## src/rtl/dcim_seq_ctrl.sv

```systemverilog
// Command sequencer for a digital compute-in-memory array. It streams weight
// loads and compute operands into the array and returns products through a small in-order FIFO.
module dcim_seq_ctrl #(
    parameter int DATA_WIDTH   = 32,
    parameter int ADDR_COUNT   = 64,
    parameter int ADDR_WIDTH   = 6,
    parameter int MULT_WIDTH   = 2 * DATA_WIDTH,
    parameter int FIFO_DEPTH   = 4,
    parameter int INIT_TIMEOUT = 16
) (
    input  logic                  clk,
    input  logic                  rst,
    input  logic                  cmd_valid,
    output logic                  cmd_ready,
    input  logic                  cmd_op,
    input  logic [ADDR_WIDTH-1:0] cmd_len,
    input  logic                  in_valid,
    output logic                  in_ready,
    input  logic [DATA_WIDTH-1:0] in_data,
    output logic                  pe_ce,
    output logic                  pe_init_enable,
    output logic [DATA_WIDTH-1:0] pe_data,
    input  logic                  pe_valid_out,
    input  logic [MULT_WIDTH-1:0] pe_data_out,
    input  logic                  pe_init_done,
    output logic                  res_valid,
    input  logic                  res_ready,
    output logic [MULT_WIDTH-1:0] res_data,
    output logic                  res_last,
    output logic                  busy,
    output logic                  done,
    output logic                  weights_loaded,
    output logic [2:0]            err
);

    localparam int CNT_W = ADDR_WIDTH + 1;
    localparam int PTR_W = (FIFO_DEPTH > 1) ? $clog2(FIFO_DEPTH) : 1;
    localparam int OCC_W = $clog2(FIFO_DEPTH + 1);
    localparam int SUM_W = OCC_W + 1;
    localparam int TMR_W = $clog2(INIT_TIMEOUT + 1);

    localparam logic [CNT_W-1:0] WORDS    = CNT_W'(ADDR_COUNT);
    localparam logic [CNT_W-1:0] CNT_ONE  = CNT_W'(1);
    localparam logic [OCC_W-1:0] OCC_ONE  = OCC_W'(1);
    localparam logic [SUM_W-1:0] DEPTH    = SUM_W'(FIFO_DEPTH);
    localparam logic [PTR_W-1:0] PTR_ONE  = PTR_W'(1);
    localparam logic [PTR_W-1:0] LAST_PTR = PTR_W'(FIFO_DEPTH - 1);
    localparam logic [TMR_W-1:0] TMR_ONE  = TMR_W'(1);
    localparam logic [TMR_W-1:0] TMO_LAST = TMR_W'(INIT_TIMEOUT - 1);

    typedef enum logic [2:0] {
        S_IDLE,
        S_LOAD,
        S_WAIT_INIT,
        S_COMPUTE,
        S_DRAIN
    } state_t;

    state_t                state;
    logic [CNT_W-1:0]      load_cnt;
    logic [CNT_W-1:0]      issued;
    logic [CNT_W-1:0]      len_q;
    logic [CNT_W-1:0]      res_cnt;
    logic [OCC_W-1:0]      outstanding;
    logic [OCC_W-1:0]      fifo_count;
    logic [PTR_W-1:0]      wr_ptr;
    logic [PTR_W-1:0]      rd_ptr;
    logic [TMR_W-1:0]      init_timer;
    logic [MULT_WIDTH-1:0] fifo_mem [FIFO_DEPTH];

    logic in_accept;
    logic issue_compute;
    logic pe_return;
    logic fifo_pop;

    function automatic logic [PTR_W-1:0] ptr_next(input logic [PTR_W-1:0] p);
        return (p == LAST_PTR) ? '0 : p + PTR_ONE;
    endfunction

    assign cmd_ready     = (state == S_IDLE);
    assign busy          = (state != S_IDLE);
    assign in_accept     = in_valid && in_ready;
    assign issue_compute = in_accept && (state == S_COMPUTE);
    // A product with nothing outstanding is spurious and must never reach the FIFO.
    assign pe_return     = pe_valid_out && (outstanding != '0);
    assign res_valid     = (fifo_count != '0);
    assign fifo_pop      = res_valid && res_ready;
    assign res_data      = res_valid ? fifo_mem[rd_ptr] : '0;
    assign res_last      = res_valid && ((res_cnt + CNT_ONE) == len_q);

    // Compute admission counts products still in flight plus those already
    // buffered, so a returning product always finds a free FIFO slot.
    always_comb begin
        // NOTE: every always_comb output gets a default first so no path leaves it unassigned (no latch).
        in_ready = 1'b0;
        case (state)
            S_LOAD:    in_ready = (load_cnt < WORDS);
            S_COMPUTE: in_ready = (issued < len_q) &&
                                  (({1'b0, outstanding} + {1'b0, fifo_count}) < DEPTH);
            default:   in_ready = 1'b0;
        endcase
    end

    // NOTE: the FIFO storage has no reset; fifo_count gates every read, so stale words are never visible.
    always_ff @(posedge clk) begin
        if (pe_return) fifo_mem[wr_ptr] <= pe_data_out;
    end

    always_ff @(posedge clk) begin
        // NOTE: sequential state uses non-blocking assignments only, so every read sees pre-edge values.
        if (rst) begin
            state          <= S_IDLE;
            load_cnt       <= '0;
            issued         <= '0;
            len_q          <= '0;
            res_cnt        <= '0;
            outstanding    <= '0;
            fifo_count     <= '0;
            wr_ptr         <= '0;
            rd_ptr         <= '0;
            init_timer     <= '0;
            pe_ce          <= 1'b0;
            pe_init_enable <= 1'b0;
            pe_data        <= '0;
            done           <= 1'b0;
            weights_loaded <= 1'b0;
            err            <= '0;
        end else begin
            done           <= 1'b0;
            pe_ce          <= in_accept;
            pe_init_enable <= in_accept && (state == S_LOAD);
            if (in_accept) pe_data <= in_data;

            if (issue_compute && !pe_return)      outstanding <= outstanding + OCC_ONE;
            else if (!issue_compute && pe_return) outstanding <= outstanding - OCC_ONE;

            if (pe_valid_out && (outstanding == '0)) err[1] <= 1'b1;

            if (pe_return) wr_ptr <= ptr_next(wr_ptr);
            if (fifo_pop) begin
                rd_ptr  <= ptr_next(rd_ptr);
                res_cnt <= res_cnt + CNT_ONE;
            end
            if (pe_return && !fifo_pop)      fifo_count <= fifo_count + OCC_ONE;
            else if (!pe_return && fifo_pop) fifo_count <= fifo_count - OCC_ONE;

            case (state)
                S_IDLE: begin
                    if (cmd_valid) begin
                        if (!cmd_op) begin
                            state          <= S_LOAD;
                            weights_loaded <= 1'b0;
                            load_cnt       <= '0;
                        end else if (weights_loaded) begin
                            state   <= S_COMPUTE;
                            len_q   <= (cmd_len == '0) ? WORDS : {1'b0, cmd_len};
                            issued  <= '0;
                            res_cnt <= '0;
                        end else begin
                            err[0] <= 1'b1;
                            done   <= 1'b1;
                        end
                    end
                end
                S_LOAD: begin
                    if (in_accept) begin
                        load_cnt <= load_cnt + CNT_ONE;
                        if (load_cnt == (WORDS - CNT_ONE)) begin
                            state      <= S_WAIT_INIT;
                            init_timer <= '0;
                        end
                    end
                end
                S_WAIT_INIT: begin
                    if (pe_init_done) begin
                        weights_loaded <= 1'b1;
                        done           <= 1'b1;
                        state          <= S_IDLE;
                    end else if (init_timer == TMO_LAST) begin
                        err[2] <= 1'b1;
                        done   <= 1'b1;
                        state  <= S_IDLE;
                    end else begin
                        init_timer <= init_timer + TMR_ONE;
                    end
                end
                S_COMPUTE: begin
                    if (in_accept) begin
                        issued <= issued + CNT_ONE;
                        if ((issued + CNT_ONE) == len_q) state <= S_DRAIN;
                    end
                end
                S_DRAIN: begin
                    if ((outstanding == '0) && (fifo_count == '0)) begin
                        done  <= 1'b1;
                        state <= S_IDLE;
                    end
                end
                default: state <= S_IDLE;
            endcase
        end
    end

endmodule

```

## config.mk

```make
export PLATFORM = sky130hd
export DESIGN_NAME = dcim_seq_ctrl
export DESIGN_NICKNAME = d
export VERILOG_FILES = /design/src/rtl/dcim_seq_ctrl.sv
export SDC_FILE = /design/constraint.sdc
export NUM_CORES = 1
export LEC_CHECK = 0
export CELL_PAD_IN_SITES_DETAIL_PLACEMENT = 1
export CELL_PAD_IN_SITES_GLOBAL_PLACEMENT = 2
export CORE_ASPECT_RATIO = 1.2
export CORE_MARGIN = 2
export CORE_UTILIZATION = 30
export CTS_CLUSTER_SIZE = 12
export DETAILED_ROUTE_END_ITERATION = 8
export PLACE_DENSITY = 0.71
export SLEW_MARGIN = 40
export SYNTH_ARGS = -nofsm -noshare
export SYNTH_HDL_FRONTEND = slang
export SYNTH_SLANG_ARGS = --single-unit
```

## constraint.sdc

```tcl
create_clock -name clk -period 9.2 [get_ports clk]
set_input_delay 1.84 -clock clk [delete_from_list [all_inputs] [get_ports clk]]
set_output_delay 1.84 -clock clk [all_outputs]
set_load 0.01 [all_outputs]
```

==> results of run 1 <==
## registers in the layout (all words and copies together) (netlist names), 5 cells and up, named ones only
name and flops:
init_timer 5, pe_data 32, load_cnt 7, len_q 7
issued 7, fifo_mem 256, res_cnt 7
## metrics by stage
| step | hold slack (ps) | area (sq um) |
|---|---|---|
| 2_1_floorplan | 432 | 13900 |
| 3_3_place_gp | 440 | 16700 |
| 3_5_place_dp | 448 | 16800 |
| 4_1_cts | 455 | 18000 |
| 5_1_grt | 486 | 18000 |
| 6_report | 450 | 18000 |
## placed cells by master, fill, tap and decap left out, types with 4 or more instances in the layout
cell / synthesis / routed
a211oi_1: 5 / 5
a21oi_1: 30 / 30
a31oi_1: 4 / 4
and2_1: 70 / 66
and2_4: 0 / 4
and3_1: 10 / 9
buf_4: 0 / 4
buf_6: 0 / 4
clkbuf_1: 30 / 12
clkbuf_16: 0 / 40
clkbuf_8: 0 / 4
clkdlybuf4s50_1: 0 / 216
dfxtp_1: 87 / 85
edfxtp_1: 256 / 256
ha_1: 21 / 21
inv_1: 25 / 25
mux2i_1: 42 / 42
mux4_2: 64 / 64
nand2_1: 30 / 30
nand3_1: 18 / 18
nand3b_1: 6 / 6
nand4_1: 4 / 4
nor2_1: 75 / 75
nor3_1: 9 / 9
o21ai_0: 12 / 12
or3_1: 10 / 9
xnor2_1: 10 / 10
xor2_1: 16 / 16
## metal layers
layer  up-vias  routed length (um)  GRT usage, %
li1       3804                   -             -
met1      4148               13100          15.7
met2       191               17000          24.5
met3        54                2410          5.05
met4         2                 678          3.84
met5         -                  13             0
## worst min-delay path, cell delays in order, from the launching register on
cell	delay, ps
dfxtp_1	300
nand2_1	50
a21oi_1	50
## cells by family (layout without fill, tap and decap cells)
| logic type | Yosys count | after routing | share of synthesized area (%) |
|---|---|---|---|
| flops | 343 | 343 | 67.9 |
| simple gates | 249 | 249 | 9.30 |
| mux | 106 | 106 | 13.4 |
| compound gates | 74 | 74 | 3.55 |
| buf+inv | 71 | 319 | 1.97 |
| xor+xnor | 26 | 26 | 1.64 |
| fa+ha+maj | 23 | 23 | 2.18 |
## report_power, final
group	leakage [nW]	internal (mW)	switching [mW]
clock network	0.607	0.896	0.610
logic	2.32	0.696	0.610
registers	3.02	1.86	0.104
total	5.94	3.45	1.32
## worst paths after layout
check,start,end,slack (ps)
setup / recovery,flip-flop,res_data[51],4060
hold reg to reg,init_timer[4],init_timer[4],450
setup reg to reg,issued[3],outstanding[2],5780
hold / removal,init_timer[4],init_timer[4],450
## cells in the mapped netlist, types with 2 or more instances
master / instances / share of area [%]
or3_1: 10 / 0.45
edfxtp_1: 256 / 55
and3b_1: 2 / 0.13
mux4_2: 64 / 10
nand2_1: 30 / 0.81
fa_1: 2 / 0.29
nand4_1: 4 / 0.18
o221a_2: 3 / 0.24
a211oi_1: 5 / 0.27
inv_1: 25 / 0.68
a21oi_1: 30 / 1.1
nand3b_1: 6 / 0.32
nand3_1: 18 / 0.65
o211ai_1: 3 / 0.16
o31ai_1: 2 / 0.11
buf_1: 9 / 0.24
xnor2_1: 10 / 0.63
and3_1: 10 / 0.45
ha_1: 21 / 1.9
a221oi_1: 2 / 0.13
dfxtp_1: 87 / 13
xor2_1: 16 / 1.0
nor2_1: 75 / 2.0
and2_1: 70 / 3.2
a31oi_1: 4 / 0.18
nor3_1: 9 / 0.32
nor4_1: 3 / 0.14
or2_2: 2 / 0.090
nand2b_1: 3 / 0.14
buf_2: 6 / 0.22
a2111oi_0: 2 / 0.13
mux2i_1: 42 / 3.0
clkbuf_1: 30 / 0.81
o21ai_0: 12 / 0.43
## final cells by class
type                       instances  area share (%)
multi-input combinational        478            23.3
tap                              616            4.28
clock buffer                      57            6.16
inverter                          26           0.542
sequential                       343            52.4
timing repair buffer             226            12.6
clock inverter                    10           0.778
==> run metrics, run 1 <==
outcome finished clean; Arr. time, crit path 3300 ps; vias in the first global route 8924; antenna violations before repair 1; total power 4.78 mW; GRT Util Overall 13.8%; Syn Area/Cell 15.6 sq um; vias 8199; drt pass-1 iters 4; Final period util a little under three fifths; Seq cells post-synth around 340; CTS clk-pin slew, worst paths 50 ps; Worst VDD drop 0.159 mV; Async SR Flop Fraction 0%; buffers inserted by post-CTS timing repair 0; Worst setup EP type output port; Syn Inst Count 892; sequential share of the synthesized area 67.9%; Crit Path Class reg -> out; CP top delay family buffers and inverters; Hold Vio Cnt, Final 0; yosys warns 0; H-tree levels 2; leakage power between 5 and 6 nW; post-synth cell types 53; post-DR vias/cell 4.67; data required time of the worst path 7360 ps; pre-CTS setup slack roughly 4500 ps; Root Buffer clkbuf_16; ys flop type edfxtp_1; max_slew headroom 46.0%; Worst path depth 4; CP bufs+invs 2; Post-synth EDFFs 256; Final Util 39.3%; Die Width about 200 um; Worst setup SP type flip-flop; max-capacitance violation count 0; Die Span Y 240 um; Final min period 5140 ps; first-pass GRT wire length between 50 and 60 mm; Synth Cell Area 13900 sq um; Routed wire per std cell 18.9 um; CTS Hold Buffers Added 0; Hold Path Cell Cnt 2; drt drc 0; reg2reg path depth 12; FMAX 195 MHz; Clock Tree Buf Depth 3; Placed Cells roughly 1700; gpl congestion around 0.71; Crit-path slowest cell dfxtp_4; layout cells sized above 1 12.6%; unrepaired setup endpoints after global routing false; die area between 40000 and 50000 sq um; I/O pin count 218; Port Buf Inserts ~220; Seq. cell area 9430 sq um; CTS tree built; Final ANT Viol Nets 0; Nets 1247; Largest stage delay, worst path 740 ps; largest net degree at the start of global routing 71; Clock Latency Late Sink 560 ps; PD cells 265 nW/um^2; DP Wirelength 20.7 mm; Core ar. between 40000 and 50000 sq um; CP max FO 35; CTS Buf Count 39; Sink Count 343; Fillers around 4700; Worst Hold Class reg -> reg; Setup TNS Final 0 ps; worst clock skew between 20 and 25 ps; cts repair resizes 0; non-filler cells, final between 1500 and 2000; total congestion overflow 0; PnR worst setup slack just over 4000 ps; worst slew pin tran 811 ps; critical path cell sequence buf_4 -> mux4_2 -> and2_1 -> clkdlybuf4s50_1; Setup Viol. Count Final 0; Initial Util slightly above 30%; area grow syn2layout 29.7%; Post-Syn Nets a little over 1000; First DRT Iteration DRCs 204; ant diodes 0; Multi-input gate area 4190 sq um; drt total wl ~33 mm; Final Max Tran Viols 0; row count 86
No activity file was read; power rests on OpenSTA's default activity.
==> inputs of run 2 (changes only) <==
--- a/config.mk
+++ b/config.mk
@@ -12,7 +12,7 @@
 export CORE_UTILIZATION = 30
 export CTS_CLUSTER_SIZE = 12
 export DETAILED_ROUTE_END_ITERATION = 8
-export PLACE_DENSITY = 0.71
+export PLACE_DENSITY = 0.73
 export SLEW_MARGIN = 40
 export SYNTH_ARGS = -nofsm -noshare
 export SYNTH_HDL_FRONTEND = slang
==> constraint.sdc (replaced) <==
create_clock -name clk -period 4.3 [get_ports clk]
set_input_delay 0.86 -clock clk [delete_from_list [all_inputs] [get_ports clk]]
set_output_delay 0.86 -clock clk [all_outputs]
set_load 0.01 [all_outputs]
==> run 2 against run 1 <==
Effect of this change:
- sequential power is 110% higher
- non-clock buffer count is 8 higher
- combinational power increased by 120%
- critical path depth up 2
- global-route usage is 0.32 points higher
- wire length rose by 2.4%
- via count increased by 0.11%
- worst hold slack improved by 15 ps
- sequential share of layout area is 0.15 points lower
- flip-flop and latch count unchanged
- die area unchanged
- largest cell class unchanged
- final cell count is 0.46% higher
==> run metrics, run 2 (synthesis gave the netlist of run 1 again) <==
worst slew pin tran 804 ps; CP max FO 5; max FFs per register 256; Die Span Y 240 um; Final min period 3910 ps; Port Buf Inserts 217; row count between 80 and 90; drt total wl 34.0 mm; Setup TNS Final 0 ps; Root Buffer clkbuf_16; max_slew headroom 46.2%; max-capacitance violation count 0; Worst path depth 6; leakage power 5.98 nW; worst clock skew between 10 and 15 ps; Clock Tree Buf Depth 3; Worst Hold Class reg -> reg; Routed wire per std cell 19.2 um; vias 8208; Arr. time, crit path around 3100 ps; I/O pin count about 220; vias in the first global route 9051; Crit Path Class reg -> out; non-filler cells, final between 1500 and 2000; outcome finished clean; reg2reg path depth 13; Die Width 200 um; CTS tree built; Setup Viol. Count Final 0; layout cells sized above 1 13.2%; Placed Cells roughly 1700; data required time of the worst path 3440 ps; Hold Vio Cnt, Final 0; commonest cells after routing, fill and taps aside 256 x edfxtp_1, 216 x clkdlybuf4s50_1, 85 x dfxtp_1; CTS clk-pin slew, worst paths 60 ps; CTS Buf Count 39; Worst VDD drop between 0.3 and 0.4 mV; Nets 1255; total congestion overflow 0; Register-to-Register Setup Slack ~990 ps; buffers inserted by post-CTS timing repair 0; Largest regs fifo_mem: 256 flops, pe_data: 32 flops; PD cells roughly 570 nW/um^2; post-DR vias/cell 4.65; H-tree levels 2; Hold Path Cell Cnt 2; CP top delay family buffers and inverters; Reg with most FFs fifo_mem; unrepaired setup endpoints after global routing false; drt pass-1 iters 4; Worst setup SP type flip-flop; GRT Util Overall 14.1%; antenna violations before repair 5; Final ANT Viol Nets 0; Crit-path slowest cell clkdlybuf4s50_1; Fillers 4758; Sink Count approximately 340; largest net degree at the start of global routing 65; Worst setup EP type output port; first-pass GRT wire length 52.6 mm; CP bufs+invs 1; most common cell after layout, fill and taps aside edfxtp_1; CTS Hold Buffers Added 0; First DRT Iteration DRCs 220; FMAX around 260 MHz; Final Max Tran Viols 0; total power 10.3 mW; Largest stage delay, worst path between 600 and 700 ps; drt drc 0; Core ar. 45800 sq um; cts repair resizes 0; critical path cell sequence ha_1 -> nand3_1 -> or2_2 -> xnor2_1 -> a2111oi_0 -> clkdlybuf4s50_1; DP Wirelength 21.8 mm; Initial Util slightly above 30%; die area 48000 sq um; Final period util 90.8%; Clock Latency Late Sink 540 ps; gpl congestion 0.759; area grow syn2layout 30.1%
-- run 2: changes by cell type in the layout (fill, tap and decap cells not counted), moves of 2 or more --
cell / delta
clkinv_8: +2
buf_6: -4
bufinv_16: +2
clkinv_2: +2
buf_4: +9
buf_12: +3
clkbuf_8: -4
-- run 2: worst paths after layout --
check,startpoint,to
setup / recovery,res_cnt[0],res_last
hold / removal,init_timer[4],init_timer[4]
setup reg to reg,len_q[3],outstanding[2]
hold reg to reg,init_timer[4],init_timer[4]
-- run 2: tightest hold or removal path, cell delays in order (launching register included) --
cell     delay (ps)
dfxtp_1         310
nand2_1          60
a21oi_1          50
-- run 2: layout make-up --
cell class                 count  area (sq um)  area share (%)
clock inverter                16           204            1.13
antenna                        1          2.50          0.0139
multi-input combinational    478          4190            23.2
inverter                      26          97.6           0.540
tap                          616           771            4.27
clock buffer                  50          1020            5.63
timing repair buffer         234          2340            13.0
sequential                   343          9440            52.2
-- run 2: report_power, final --
part	internal [mW]	switching, mW	total (mW)
Clock	1.91	1.30	3.22
Sequential	3.97	0.175	4.15
Combinational	1.53	1.38	2.91
-- run 2: metal layers --
layer	up-vias	share of wire (%)	GRT usage, %
met1	4114	39	15.9
met4	6	1.9	3.61
met5	-	0.12	0
met2	204	50	25.1
li1	3831	-	-
met3	53	8.2	5.48
-- run 2: through the flow --
step,area (sq um),util (%),worst slack (ps),hold WS (ps)
after global routing,18100,39.4,175,503
after CTS,18100,39.4,216,465
final,18100,39.4,394,465
after detailed placement,16800,36.7,809,458
after global placement,16800,36.7,866,440
after floorplan,13900,-,1250,432
